===== config.mk =====
export PLATFORM = sky130hd
export DESIGN_NAME = fwvip_wb_monitor_fifo
export DESIGN_NICKNAME = d
export VERILOG_FILES = /design/src/rtl/fwvip_wb_monitor_fifo.sv
export SDC_FILE = /design/constraint.sdc
export NUM_CORES = 1
export LEC_CHECK = 0
export CAP_MARGIN = 20
export CELL_PAD_IN_SITES_DETAIL_PLACEMENT = 1
export CELL_PAD_IN_SITES_GLOBAL_PLACEMENT = 1
export CORE_ASPECT_RATIO = 0.8
export CORE_MARGIN = 1.5
export CORE_UTILIZATION = 40
export DETAILED_ROUTE_END_ITERATION = 7
export GPL_ROUTABILITY_DRIVEN = 0
export MAX_ROUTING_LAYER = met4
export PLACE_DENSITY = 0.66
export SLEW_MARGIN = 20
export SYNTH_ARGS = -nofsm -noshare
export SYNTH_HDL_FRONTEND = slang
export SYNTH_SLANG_ARGS = --single-unit

===== constraint.sdc =====
create_clock -name clock -period 14.6 [get_ports clock]
set_input_delay 1.46 -clock clock [delete_from_list [all_inputs] [get_ports clock]]
set_output_delay 1.46 -clock clock [all_outputs]
set_load 0.05 [all_outputs]

===== src/rtl/fwvip_wb_monitor_fifo.sv =====
// Address-filtering FIFO behind the WB monitor record stream, with stats.
// Define FWVIP_WB_MONITOR_FIFO_TIMESTAMP_EN to prepend a 32-bit push timestamp.
module fwvip_wb_monitor_fifo #(
  parameter int ADDR_WIDTH   = 32,
  parameter int DATA_WIDTH   = 32,
  parameter int MON_WIDTH    = ADDR_WIDTH + DATA_WIDTH
                               + DATA_WIDTH / 8 + 2,
  parameter int DEPTH        = 8,
  parameter int DROP_ON_FULL = 0,
  parameter int CNT_WIDTH    = 32
) (
  input  logic                    clock,
  input  logic                    reset,
  input  logic [MON_WIDTH-1:0]    mon_dat,
  input  logic                    mon_valid,
  output logic                    mon_ready,
`ifdef FWVIP_WB_MONITOR_FIFO_TIMESTAMP_EN
  output logic [MON_WIDTH+31:0]   out_dat,
`else
  output logic [MON_WIDTH-1:0]    out_dat,
`endif
  output logic                    out_valid,
  input  logic                    out_ready,
  input  logic                    flt_en,
  input  logic [ADDR_WIDTH-1:0]   flt_base,
  input  logic [ADDR_WIDTH-1:0]   flt_mask,
  input  logic                    clear,
  output logic [$clog2(DEPTH):0]  level,
  output logic [CNT_WIDTH-1:0]    cnt_wr,
  output logic [CNT_WIDTH-1:0]    cnt_rd,
  output logic [CNT_WIDTH-1:0]    cnt_err,
  output logic [CNT_WIDTH-1:0]    cnt_filt,
  output logic [CNT_WIDTH-1:0]    cnt_drop
);

  localparam int SEL_WIDTH = DATA_WIDTH / 8;
  localparam int AW        = $clog2(DEPTH);
  localparam int OUT_WIDTH = $bits(out_dat);
  localparam logic [AW:0] FULL_LVL = (AW+1)'(DEPTH);

  logic [OUT_WIDTH-1:0]  mem [DEPTH];
  logic [AW:0]           wr_ptr;
  logic [AW:0]           rd_ptr;
  logic [OUT_WIDTH-1:0]  rec;
  logic [ADDR_WIDTH-1:0] adr;
  logic we;
  logic err;
  logic hit;
  logic full;
  logic take;
  logic pop;
  logic push;
  logic drop;
  logic filt;
  logic mem_empty;
  logic load;
  logic bypass;
  logic mem_wr;
  logic mem_rd;

`ifdef FWVIP_WB_MONITOR_FIFO_TIMESTAMP_EN
  logic [31:0] ts;

  always_ff @(posedge clock or negedge reset) begin
    if (!reset) begin
      ts <= '0;
    end else if (clear) begin
      ts <= '0;
    end else begin
      ts <= ts + 32'd1;
    end
  end

  assign rec = {ts, mon_dat};
`else
  assign rec = mon_dat;
`endif

  assign adr = mon_dat[MON_WIDTH-1 -: ADDR_WIDTH];
  assign we  = mon_dat[DATA_WIDTH+SEL_WIDTH+1];
  assign err = mon_dat[0];
  assign hit = !flt_en ||
               (((adr ^ flt_base) & flt_mask) == '0);

  assign full      = (level == FULL_LVL);
  assign mon_ready = (DROP_ON_FULL != 0) ? 1'b1 : !full;

  // A beat taken during clear is swallowed without effect.
  assign take = mon_valid && mon_ready && !clear;
  assign pop  = out_valid && out_ready;
  assign push = take && hit && (!full || pop);
  assign drop = take && hit && full && !pop;
  assign filt = take && !hit;

  // The output register is the FIFO head; mem holds what queues behind it.
  assign mem_empty = (wr_ptr == rd_ptr);
  assign load      = !out_valid || pop;
  assign bypass    = push && load && mem_empty;
  assign mem_wr    = push && !bypass;
  assign mem_rd    = load && !mem_empty;

  function automatic logic [CNT_WIDTH-1:0] sat_inc(
    input logic [CNT_WIDTH-1:0] v
  );
    return (&v) ? v : v + CNT_WIDTH'(1);
  endfunction

  always_ff @(posedge clock) begin
    if (mem_wr) begin
      mem[wr_ptr[AW-1:0]] <= rec;
    end
  end

  always_ff @(posedge clock or negedge reset) begin
    if (!reset) begin
      wr_ptr    <= '0;
      rd_ptr    <= '0;
      level     <= '0;
      out_valid <= 1'b0;
      out_dat   <= '0;
      cnt_wr    <= '0;
      cnt_rd    <= '0;
      cnt_err   <= '0;
      cnt_filt  <= '0;
      cnt_drop  <= '0;
    end else if (clear) begin
      wr_ptr    <= '0;
      rd_ptr    <= '0;
      level     <= '0;
      out_valid <= 1'b0;
      out_dat   <= '0;
      cnt_wr    <= '0;
      cnt_rd    <= '0;
      cnt_err   <= '0;
      cnt_filt  <= '0;
      cnt_drop  <= '0;
    end else begin
      if (mem_wr) begin
        wr_ptr <= wr_ptr + 1'b1;
      end
      if (mem_rd) begin
        rd_ptr <= rd_ptr + 1'b1;
      end
      if (load) begin
        unique case (1'b1)
          mem_rd: begin
            out_dat   <= mem[rd_ptr[AW-1:0]];
            out_valid <= 1'b1;
          end
          bypass: begin
            out_dat   <= rec;
            out_valid <= 1'b1;
          end
          default: out_valid <= 1'b0;
        endcase
      end
      unique case ({push, pop})
        2'b10:   level <= level + 1'b1;
        2'b01:   level <= level - 1'b1;
        default: level <= level;
      endcase
      if (push && we) begin
        cnt_wr <= sat_inc(cnt_wr);
      end
      if (push && !we) begin
        cnt_rd <= sat_inc(cnt_rd);
      end
      if (push && err) begin
        cnt_err <= sat_inc(cnt_err);
      end
      if (filt) begin
        cnt_filt <= sat_inc(cnt_filt);
      end
      if (drop) begin
        cnt_drop <= sat_inc(cnt_drop);
      end
    end
  end

endmodule


-- Yosys cells after proc, flatten, opt, wreduce, memory -nomap -nowiden
Memories as Yosys holds them, arrays and structs flattened.
Cells that the tools add are included.
- register bits after elaboration: 243
- latch bits: 0
- memory bits (writable): 560
- memory bits (read-only): 0
- output and inout bits: 236
- word-level logic and storage cells: 110
- memories: 1
- add/sub/neg operators: 9
- multiply operators: 0
- divide/modulo/power cells: 0
- $lt $le $gt $ge: 0
- equal/unequal tests: 9
- shift-type cells: 0
- multiplexer cells: 29
- bitwise logic cells: 2
- reduce and logical (&&, ||, !) cells: 50
- memories (name ; words ; bits a word ; rd ports ; clocked after Yosys merged registers in ; wr ports ; line ; RTL):
    mem ; 8 ; 70 ; 1 ; 0 ; 1 ; 41 ; logic [OUT_WIDTH-1:0] mem [DEPTH];
- operator list (operator ; number):
    $mux W32 ; 15
    $add A32 B1 Y32 const B ; 5
    $reduce_and A32 Y1 ; 5
    $mux W70 ; 2
    $pmux W70 S2 ; 1
    $and A32 B32 Y32 ; 1
    $logic_not A32 Y1 ; 1
    $xor A32 B32 Y32 ; 1
    $mux W4 ; 5
    $reduce_bool A2 Y1 ; 8
    $logic_and A1 B1 Y1 ; 15
    $add A4 B1 Y4 const B ; 3
    $reduce_and A2 Y1 ; 6
    $ne A2 B2 Y1 const B ; 5
    $logic_not A1 Y1 ; 9
    $pmux W4 S2 ; 1
    $reduce_bool A3 Y1 ; 2
    $mux W1 ; 5
    $eq A4 B4 Y1 ; 1
    $eq A4 B4 Y1 const B ; 1
    $sub A4 B1 Y4 const B ; 1
    $logic_or A1 B1 Y1 ; 3
    $eq A2 B1 Y1 const B ; 1
    $eq A2 B2 Y1 const B ; 1
    $reduce_or A2 Y1 ; 1

-- Depth between registers and ports, before layout
Gate-level depths: netlist (run 1).
- depth after elaboration: 12
- depth in mapped cells: 14
- gate-level depth less buffers: 12

-- Worst setup path after synthesis (run 1)
No wires, ideal clock.
- path kind: in2reg
- start point: input port flt_base[22]
- end point: memory mem[1][0] in the netlist's numbering, enable pin
- library setup time: 671 ps
- arrival: 9670 ps
- data required time: 13929 ps
- path slack: 4259 ps
- stages: 8
- path buffers: 1
- cell sequence: xor2_1 a22oi_1 nand4_1 or4_1 buf_2 a21boi_0 o21ai_0 nor4_1
- cells in the longest elaborated chain, start to end: 12
- RTL lines (item ; line ; RTL):
    from (decl) ; 25 ; input logic [ADDR_WIDTH-1:0] flt_base,
    $xor A32 B32 Y32 (*) ; 83 ; (((adr ^ flt_base) & flt_mask) == '0);
    $and A32 B32 Y32 (*) ; 83 ;
    $logic_not A32 Y1 (*) ; 83 ;
    $logic_or A1 B1 Y1 (*) ; 82 ; assign hit = !flt_en ||
    $logic_and A1 B1 Y1 (*) (2 in series) ; 91 ; assign push = take && hit && (!full || pop);
    $logic_and A1 B1 Y1 (2 in series) ; 98 ; assign bypass = push && load && mem_empty;
    $logic_not A1 Y1 ; 99 ; assign mem_wr = push && !bypass;
    $logic_and A1 B1 Y1 (*) ; 99 ;
    $mux W1 (*) ; 109 ; if (mem_wr) begin
    $mux W1 (implied by the code) (*) ; 110 ; mem[wr_ptr[AW-1:0]] <= rec;
    to (decl) ; 41 ;
Mark *: on every way between the ends. The rest lies on a longest branch, timed or not.

-- Worst setup path in the final report (run 1)
- start point: input port mon_dat[60]
- end point: memory mem[5][52] in the netlist's numbering, enable pin
- cells in the longest elaborated chain, start to end: 12
- RTL lines (item ; line ; RTL):
    from (decl) ; 14 ; input logic [MON_WIDTH-1:0] mon_dat,
    $xor A32 B32 Y32 (*) ; 83 ;
    $and A32 B32 Y32 (*) ; 83 ;
    $logic_not A32 Y1 (*) ; 83 ;
    $logic_or A1 B1 Y1 (*) ; 82 ;
    $logic_and A1 B1 Y1 (*) (2 in series) ; 91 ;
    $logic_and A1 B1 Y1 (2 in series) ; 98 ;
    $logic_not A1 Y1 ; 99 ;
    $logic_and A1 B1 Y1 (*) ; 99 ;
    $mux W1 (*) ; 109 ;
    $mux W1 (implied by the code) (*) ; 110 ;
Marked as above.

==> metrics.cfg, run 1 <==
[yosys]
synth_top_cell_area_share=0.499
netlist_instances=2088
synth_common_cells=560 x edfxtp_1, 243 x dfrtp_1, 140 x mux4_2, 97 x a21oi_1, 95 x clkbuf_1
ys_top_cells_by_area=edfxtp_1 50%, dfrtp_1 18%, mux4_2 9.4%, mux2_2 3.1%, mux2i_1 2.2%
ys.flop_type=edfxtp_1
async_flop_share=0.303
synth_seq_cells=803
synth_nets=2237
ys_warn_count=0
synth_edf_count=560
ys_seq_area_frac=0.680
syn_area_sq_um=33700
yosysUniqueCellTypes=52
syn-mean-instance-area_sq_um=16.1
yosysTopAreaCell=edfxtp_1
synth_most_common_cell=edfxtp_1

[sta]
hold_viol=0
maxSlewViolCount=0
min_period_ns=6.43
fmax_mhz=156
setup_viol=0
tightest_slew_ns=1.12
max-slew-margin-rel=0.256
tns_ns=0
finalCritPeriodShare=0.440
skew_ns=0.0238
grt_setup_unrepaired=false

[floorplanning]
rows=94
core-area_sq_um=82800
dieArea_sq_um=86000
initial_utilization=0.407
die_h_um=263
io_pins=376
die_w_um=327

[routing]
ant_nets=0
vias=20500
vias_per_cell=5.64
wl_um=90400
drt_first_iter_violations=1220
drc=0
firstDrtPassIters=4
routedWlPerCell_um=24.8

[worst_hold_path]
hp-class=reg2reg

[power]
p_sw_frac=0.266
seqPwrFrac=0.460
p_sw_mw=1.49
comb_power_share=0.164
p_int_mw=4.10
powerDensity_nw_per_um2=135
irDropWorstVdd_mv=0.0940
p_leak_nw=14.2
p_total_mw=5.58
clkPwrFrac=0.376

[worst_setup_path]
critPathArrivalTime_ns=6.69
setup.worst_path.class=in2reg
cp.required_ns=14.86
cp-end-kind=register
critPathMaxFanout=39
cp-start-kind=input port

[job]
drv_cap=0

[clock_network]
cts_buffers=82
clock_sinks=803
cts_root_buf=clkbuf_16
clk_pin_slew_ns=0.06
post_cts_resize_count=0
worstSkewPairLatency_ns=0.64
cts_tree=built
hold_buffers=0
cts_buffer_depth=3
h-tree-depth=3
cts_setup_buffers=0

[place]
dp_cells=3478
hpwl_um=53800
port_buffers=375

[global_route]
grt_pass1_wl_um=139000
grt_overflow=0
grt_pass1_vias=22000
grt_max_degree=145
grt_util_all_layers=0.218
antenna_found_initial=5

[final_layout]
synthToLayoutAreaGrowth_pct=23.0
layout.nets=2610
drive_gt1_frac=0.168
fin_util=0.501
finalNonFillerCells=3640

[outcome]
status=finished, final reports clean

[routing by layer]
| metal | global-route usage | share of wire | vias up |
|---|---|---|---|
| met5 | - | 0 | - |
| met4 | 0.0534 | 0.021 | 0 |
| met3 | 0.0316 | 0.033 | 125 |
| met2 | 0.356 | 0.50 | 372 |
| met1 | 0.287 | 0.45 | 10900 |
| li1 | - | - | 9104 |
[critical path, stage by stage]
cell,delay (ns)
clkdlybuf4s50_1,0.59
xor2_1,0.23
a22oi_1,0.66
nand4_1,0.27
or4_1,0.78
a21boi_2,0.63
o21ai_0,0.54
nor3_2,0.22
buf_4,0.66
buf_4,0.61
[cell families after synthesis]
| group | synth area share |
|---|---|
| adders and majority gates | 0.00357 |
| buffers and inverters | 0.0163 |
| xor gates and xnor gates | 0.0126 |
| AOI/OAI and AO/OA | 0.0629 |
| muxes | 0.147 |
| and+or+nand+nor | 0.0782 |
| DFF | 0.680 |
[layout make-up]
cell class                 count  area [sq um]
fill                        7903         41300
sequential                   803         22900
multi-input combinational   1143         10300
timing repair buffer         411          4060
clock buffer                 101          2200
tap                         1104          1380
clock inverter                53           489
inverter                      20          75.1
antenna                        5          12.5
[worst paths after layout]
kind / startpoint / endpoint / slack (ns) / cells past startpoint
setup / recovery: mon_dat[60] / mem[5][52] / 8.17 / 10
hold / removal: out_dat[14] / out_dat[14] / 0.49 / 1
setup reg to reg: level[1] / mem[5][52] / 10.27 / 8
hold reg to reg: out_dat[14] / out_dat[14] / 0.49 / 1
max in group asynchronous: reset / out_dat[62] / 12.45 / 2
min in group asynchronous: reset / cnt_err[18] / 0.78 / 1
[power groups by stage]
stage	Clock (mW)	Combinational [mW]	Sequential [mW]
final	2.10	0.914	2.57
after global routing	2.23	0.977	2.58
after CTS	2.16	0.932	2.57
after detailed placement	0	0.928	2.61
after global placement	0	0.914	2.61
after floorplan	0	0.456	2.75
[stage by stage]
step / setup WS (ns) / hold slack, ns / instance area, sq um
final: 8.17 / 0.486 / 41400
after floorplan: 4.26 / 0.539 / 33700
after detailed placement: 7.38 / 0.475 / 38700
after global routing: 7.85 / 0.496 / 41400
after global placement: 7.07 / 0.469 / 38700
after CTS: 8.01 / 0.493 / 41400
[state kept, by name, indices dropped and copies added (netlist names), 4 cells and up]
signal    count
level         4
wr_ptr        4
mem         560
out_dat      70
cnt_drop     32
cnt_wr       32
cnt_filt     32
cnt_err      32
cnt_rd       32
rd_ptr        4
[layout by cell type, fill, tap and decap left out, types with 42 or more instances in the layout]
cell               n
edfxtp_1         560
clkdlybuf4s50_1  373
dfrtp_1          240
mux4_2           140
a21oi_1           97
mux2_2            92
clkbuf_16         84
mux2i_1           75
o2bb2ai_1         70
nand2_1           69
nor2_1            58
or4_1             52
nor2b_1           52
o31ai_1           52
nand3_1           45
o21ai_0           44
nand4_1           43
or3_1             42
Power figures use the tool's default switching activity.
==> inputs of run 2 (changes only) <==
PLACE_DENSITY = 0.69   (was 0.66)
clock period = 5.4 ns   (was 14.6 ns; I/O delays follow)
==> metrics.cfg, run 2 (same netlist as run 1, synthesis figures left out) <==
[routing]
routedWlPerCell_um=25.1
vias_per_cell=5.68
drt_first_iter_violations=1242
vias=20700
firstDrtPassIters=5
ant_nets=0
drc=0
wl_um=91300

[sta]
skew_ns=0.0130
setup_viol=0
tightest_slew_ns=1.10
max-slew-margin-rel=0.268
fmax_mhz=244
finalCritPeriodShare=0.759
min_period_ns=4.10
hold_viol=0
maxSlewViolCount=0
grt_setup_unrepaired=false

[power]
irDropWorstVdd_mv=0.245
seqPwrFrac=0.451
p_sw_frac=0.264
p_int_mw=11.3
powerDensity_nw_per_um2=368
p_leak_nw=14.3
p_sw_mw=4.05
p_total_mw=15.3
clkPwrFrac=0.384
comb_power_share=0.164

[final_layout]
drive_gt1_frac=0.169
synthToLayoutAreaGrowth_pct=23.8
largest_reg_flops=560
nFillCells=7939
layout.nets=2612
fin_util=0.504
final_cell_mix=560 x edfxtp_1, 373 x clkdlybuf4s50_1, 240 x dfrtp_1
final_common_cell=edfxtp_1

[worst_setup_path]
critical_path.most_common_cell=nor2_1
setup.worst_path.class=in2reg
cp-end-kind=register
cp-start-kind=input port
critPathArrivalTime_ns=4.62
critical-path-max-stage-delay_ns=0.73
slowest_stage=or4_1
cp_cell_sequence=clkdlybuf4s50_1, xor2_1, a22oi_1, nand4_1, or4_1, a21boi_1, nor2_1, ha_1, a21o_1, a21oi_1, nor2_1, mux2i_1, mux2_2
cp.required_ns=5.92
critPathMaxFanout=10
reg2reg_depth=11

[floorplanning]
rows=94
core-area_sq_um=82800
die_w_um=327
io_pins=376
die_h_um=263
dieArea_sq_um=86000
initial_utilization=0.407

[outcome]
status=finished, final reports clean

[clock_network]
cts_tree=built
post_cts_resize_count=0
clock_sinks=803
worstSkewPairLatency_ns=0.63
cts_setup_buffers=0
cts_root_buf=clkbuf_16
cts_buffer_depth=3
cts_buffers=84
h-tree-depth=3
clk_pin_slew_ns=0.06
hold_buffers=1

[place]
port_buffers=375
hpwl_um=54100

[worst_hold_path]
hold_depth=2
hp-class=in2reg

[global_route]
grt_max_degree=101
grt_overflow=0
grt_pass1_wl_um=141000
grt_util_all_layers=0.221
antenna_found_initial=3
grt_pass1_vias=22400

[job]
drv_cap=0

-- run 2: metal layers --
metal	vias up	global-route usage	share of wire
met5	-	-	0
met2	504	0.351	0.49
met1	10900	0.297	0.44
met4	0	0.0619	0.027
li1	9100	-	-
met3	150	0.0339	0.044
-- run 2: through the flow --
step / cell area (sq um) / hold WS (ns) / setup slack [ns] / setup TNS (ns) / std cells
final: 41700 / 0.345 / 1.30 / 0 / 3638
after CTS: 41700 / 0.308 / 1.31 / 0 / 3633
after detailed placement: 38900 / 0.475 / 0.624 / 0 / 3478
after global placement: 38900 / 0.470 / 0.676 / 0 / 3478
after global routing: 41700 / 0.338 / 1.09 / 0 / 3638
after floorplan: 33700 / 0.244 / -1.15 / -176.82 / 2088
-- run 2: power groups by stage --
stage          logic, mW  clock network (mW)  registers [mW]
2_1_floorplan       1.24                   0            7.43
3_3_place_gp        2.50                   0            7.04
3_5_place_dp        2.55                   0            7.05
4_1_cts             2.57                6.04            6.93
5_1_grt             2.68                6.26            6.94
6_report            2.52                5.89            6.92
-- run 2: path summary, 6_finish.rpt --
path                          endpoint  slack, ns   startpoint
max in group asynchronous  cnt_err[23]       3.51        reset
hold reg to reg            out_dat[50]       0.49  out_dat[50]
hold / removal              cnt_rd[25]       0.34        clear
setup reg to reg              level[3]       1.99     level[0]
setup / recovery              level[3]       1.30  mon_dat[68]
min in group asynchronous   cnt_wr[21]       0.50        reset
-- run 2: final cells by class --
cell class / count / area (sq um) / share of cell area
tap: 1104 / 1380 / 0.0331
inverter: 20 / 75.1 / 0.00180
antenna: 3 / 7.51 / 0.000180
sequential: 803 / 22900 / 0.549
timing repair buffer: 411 / 4170 / 0.100
multi-input combinational: 1143 / 10400 / 0.249
clock buffer: 102 / 2240 / 0.0537
clock inverter: 52 / 557 / 0.0134
-- run 2: critical path, delay by kind of cell --
family | cells | cell delay (ns)
adders and majority gates | 1 | 0.29
muxes | 2 | 0.49
buffers and inverters | 1 | 0.65
and+or+nand+nor | 4 | 1.19
AOI/OAI and AO/OA | 4 | 1.22
xor gates and xnor gates | 1 | 0.22
==> inputs of run 3 (changes only) <==
clock period = 3.65 ns   (was 5.4 ns; I/O delays follow)
==> metrics.cfg, run 3 (same netlist as run 1, synthesis figures left out) <==
[floorplanning]
die_w_um=327
rows=94
dieArea_sq_um=86000
core-area_sq_um=82800
io_pins=376
die_h_um=263
initial_utilization=0.407

[sta]
min_period_ns=3.33
setup_viol=0
max-slew-margin-rel=0.300
hold_viol=0
fmax_mhz=301
fin_ws_ns=0.325
tns_ns=0
finalCritPeriodShare=0.911
tightest_slew_ns=1.05
grt_setup_unrepaired=false
skew_ns=0.0230
maxSlewViolCount=0
holdWs_ns=0.366

[clock_network]
cts_buffers=84
h-tree-depth=3
cts_root_buf=clkbuf_16
clock_sinks=803
clk_pin_slew_ns=0.06
worstSkewPairLatency_ns=0.63
cts_buffer_depth=3
cts_tree=built

[routing]
vias_per_cell=5.61
vias=21100
firstDrtPassIters=5
drc=0
wl_um=91900
routedWlPerCell_um=24.5
drt_first_iter_violations=1474
ant_nets=0

[global_route]
grt_max_degree=177
grt_overflow=0
grt_util_all_layers=0.221
antenna_found_initial=4
grt_pass1_vias=22600
grt_pass1_wl_um=142000

[final_layout]
nFillCells=7886
layout.nets=2734
largest_reg_flops=560
drive_gt1_frac=0.206
final_common_cell=edfxtp_1
final_cell_area_sq_um=43100
final_cell_mix=560 x edfxtp_1, 373 x clkdlybuf4s50_1, 237 x dfrtp_1
fin_util=0.520
synthToLayoutAreaGrowth_pct=27.9
finalNonFillerCells=3758

[place]
post-place-ws_ns=-0.355
place_area_sq_um=40300
dp_cells=3601
port_buffers=375
hpwl_um=60400

[worst_setup_path]
cp.required_ns=4.15
setup.worst_path.class=in2reg
cp-start-kind=input port
critPathArrivalTime_ns=3.83
cp-end-kind=register
cp.buffers_inverters=3
slowest_stage=or4_1
crit_cells=15
reg2reg_depth=7
critPathMaxFanout=2
critical-path-max-stage-delay_ns=0.49
cp_cell_sequence=clkdlybuf4s50_1, xor2_1, a22oi_1, nand4_1, buf_4, or4_1, buf_4, a21boi_4, nor2_1, ha_1, a21o_1, a21oi_1, nor2_1, mux2i_1, mux2_2
crit_family=simple AND/OR/NAND/NOR gates

[outcome]
status=finished, final reports clean

[power]
irDropWorstVdd_mv=0.369
powerDensity_nw_per_um2=526
p_total_mw=22.7
p_leak_nw=15.0

[job]
drv_cap=0

[worst_hold_path]
hp-class=in2async

run 3: cell types whose count changed in the layout (fill, tap and decap cells not counted), sizes merged:
cell,change
clkbuf,+8
dlygate4sd3,+1
buf,+123
bufinv,-4
clkinvlp,-3
clkinv,-5
run 3: area by class of cell:
class | instances | area, sq um | share of cell area
antenna | 3 | 7.51 | 0.000174
clock buffer | 112 | 2340 | 0.0543
clock inverter | 40 | 372 | 0.00863
inverter | 20 | 75.1 | 0.00174
multi-input combinational | 1143 | 10400 | 0.241
sequential | 803 | 22900 | 0.532
tap | 1104 | 1380 | 0.0321
timing repair buffer | 533 | 5590 | 0.130
run 3: path summary, 6_finish.rpt:
path / slack, ns / to / from
worst min-delay path: 0.37 / cnt_drop[22] / reset
min in group clock: 0.49 / out_dat[41] / out_dat[41]
worst max register to register: 0.70 / out_dat[26] / wr_ptr[2]
max in group asynchronous: 2.33 / rd_ptr[2] / reset
worst max-delay path: 0.32 / level[3] / mon_dat[67]
worst min register to register: 0.49 / out_dat[41] / out_dat[41]
run 3: layer usage:
layer	global-route usage	wire length, um	vias to the layer above
li1	-	-	9351
met1	0.297	39700	11100
met2	0.351	45200	511
met3	0.0344	4570	130
met4	0.0584	2410	0
met5	-	0	-
run 3: repair_timing:
action	4_1_cts	5_1_grt
hold buffers	2	0
resized for setup	0	0
endpoints found under the hold margin	88	0
setup endpoints to repair	0	0
buffers inserted	0	0
run 3: power breakdown:
part | internal, mW | leakage, nW | total (mW) | switching (mW)
registers | 10.0 | 8.38 | 10.2 | 0.173
logic | 1.72 | 5.31 | 3.98 | 2.25
clock network | 4.94 | 1.34 | 8.51 | 3.58
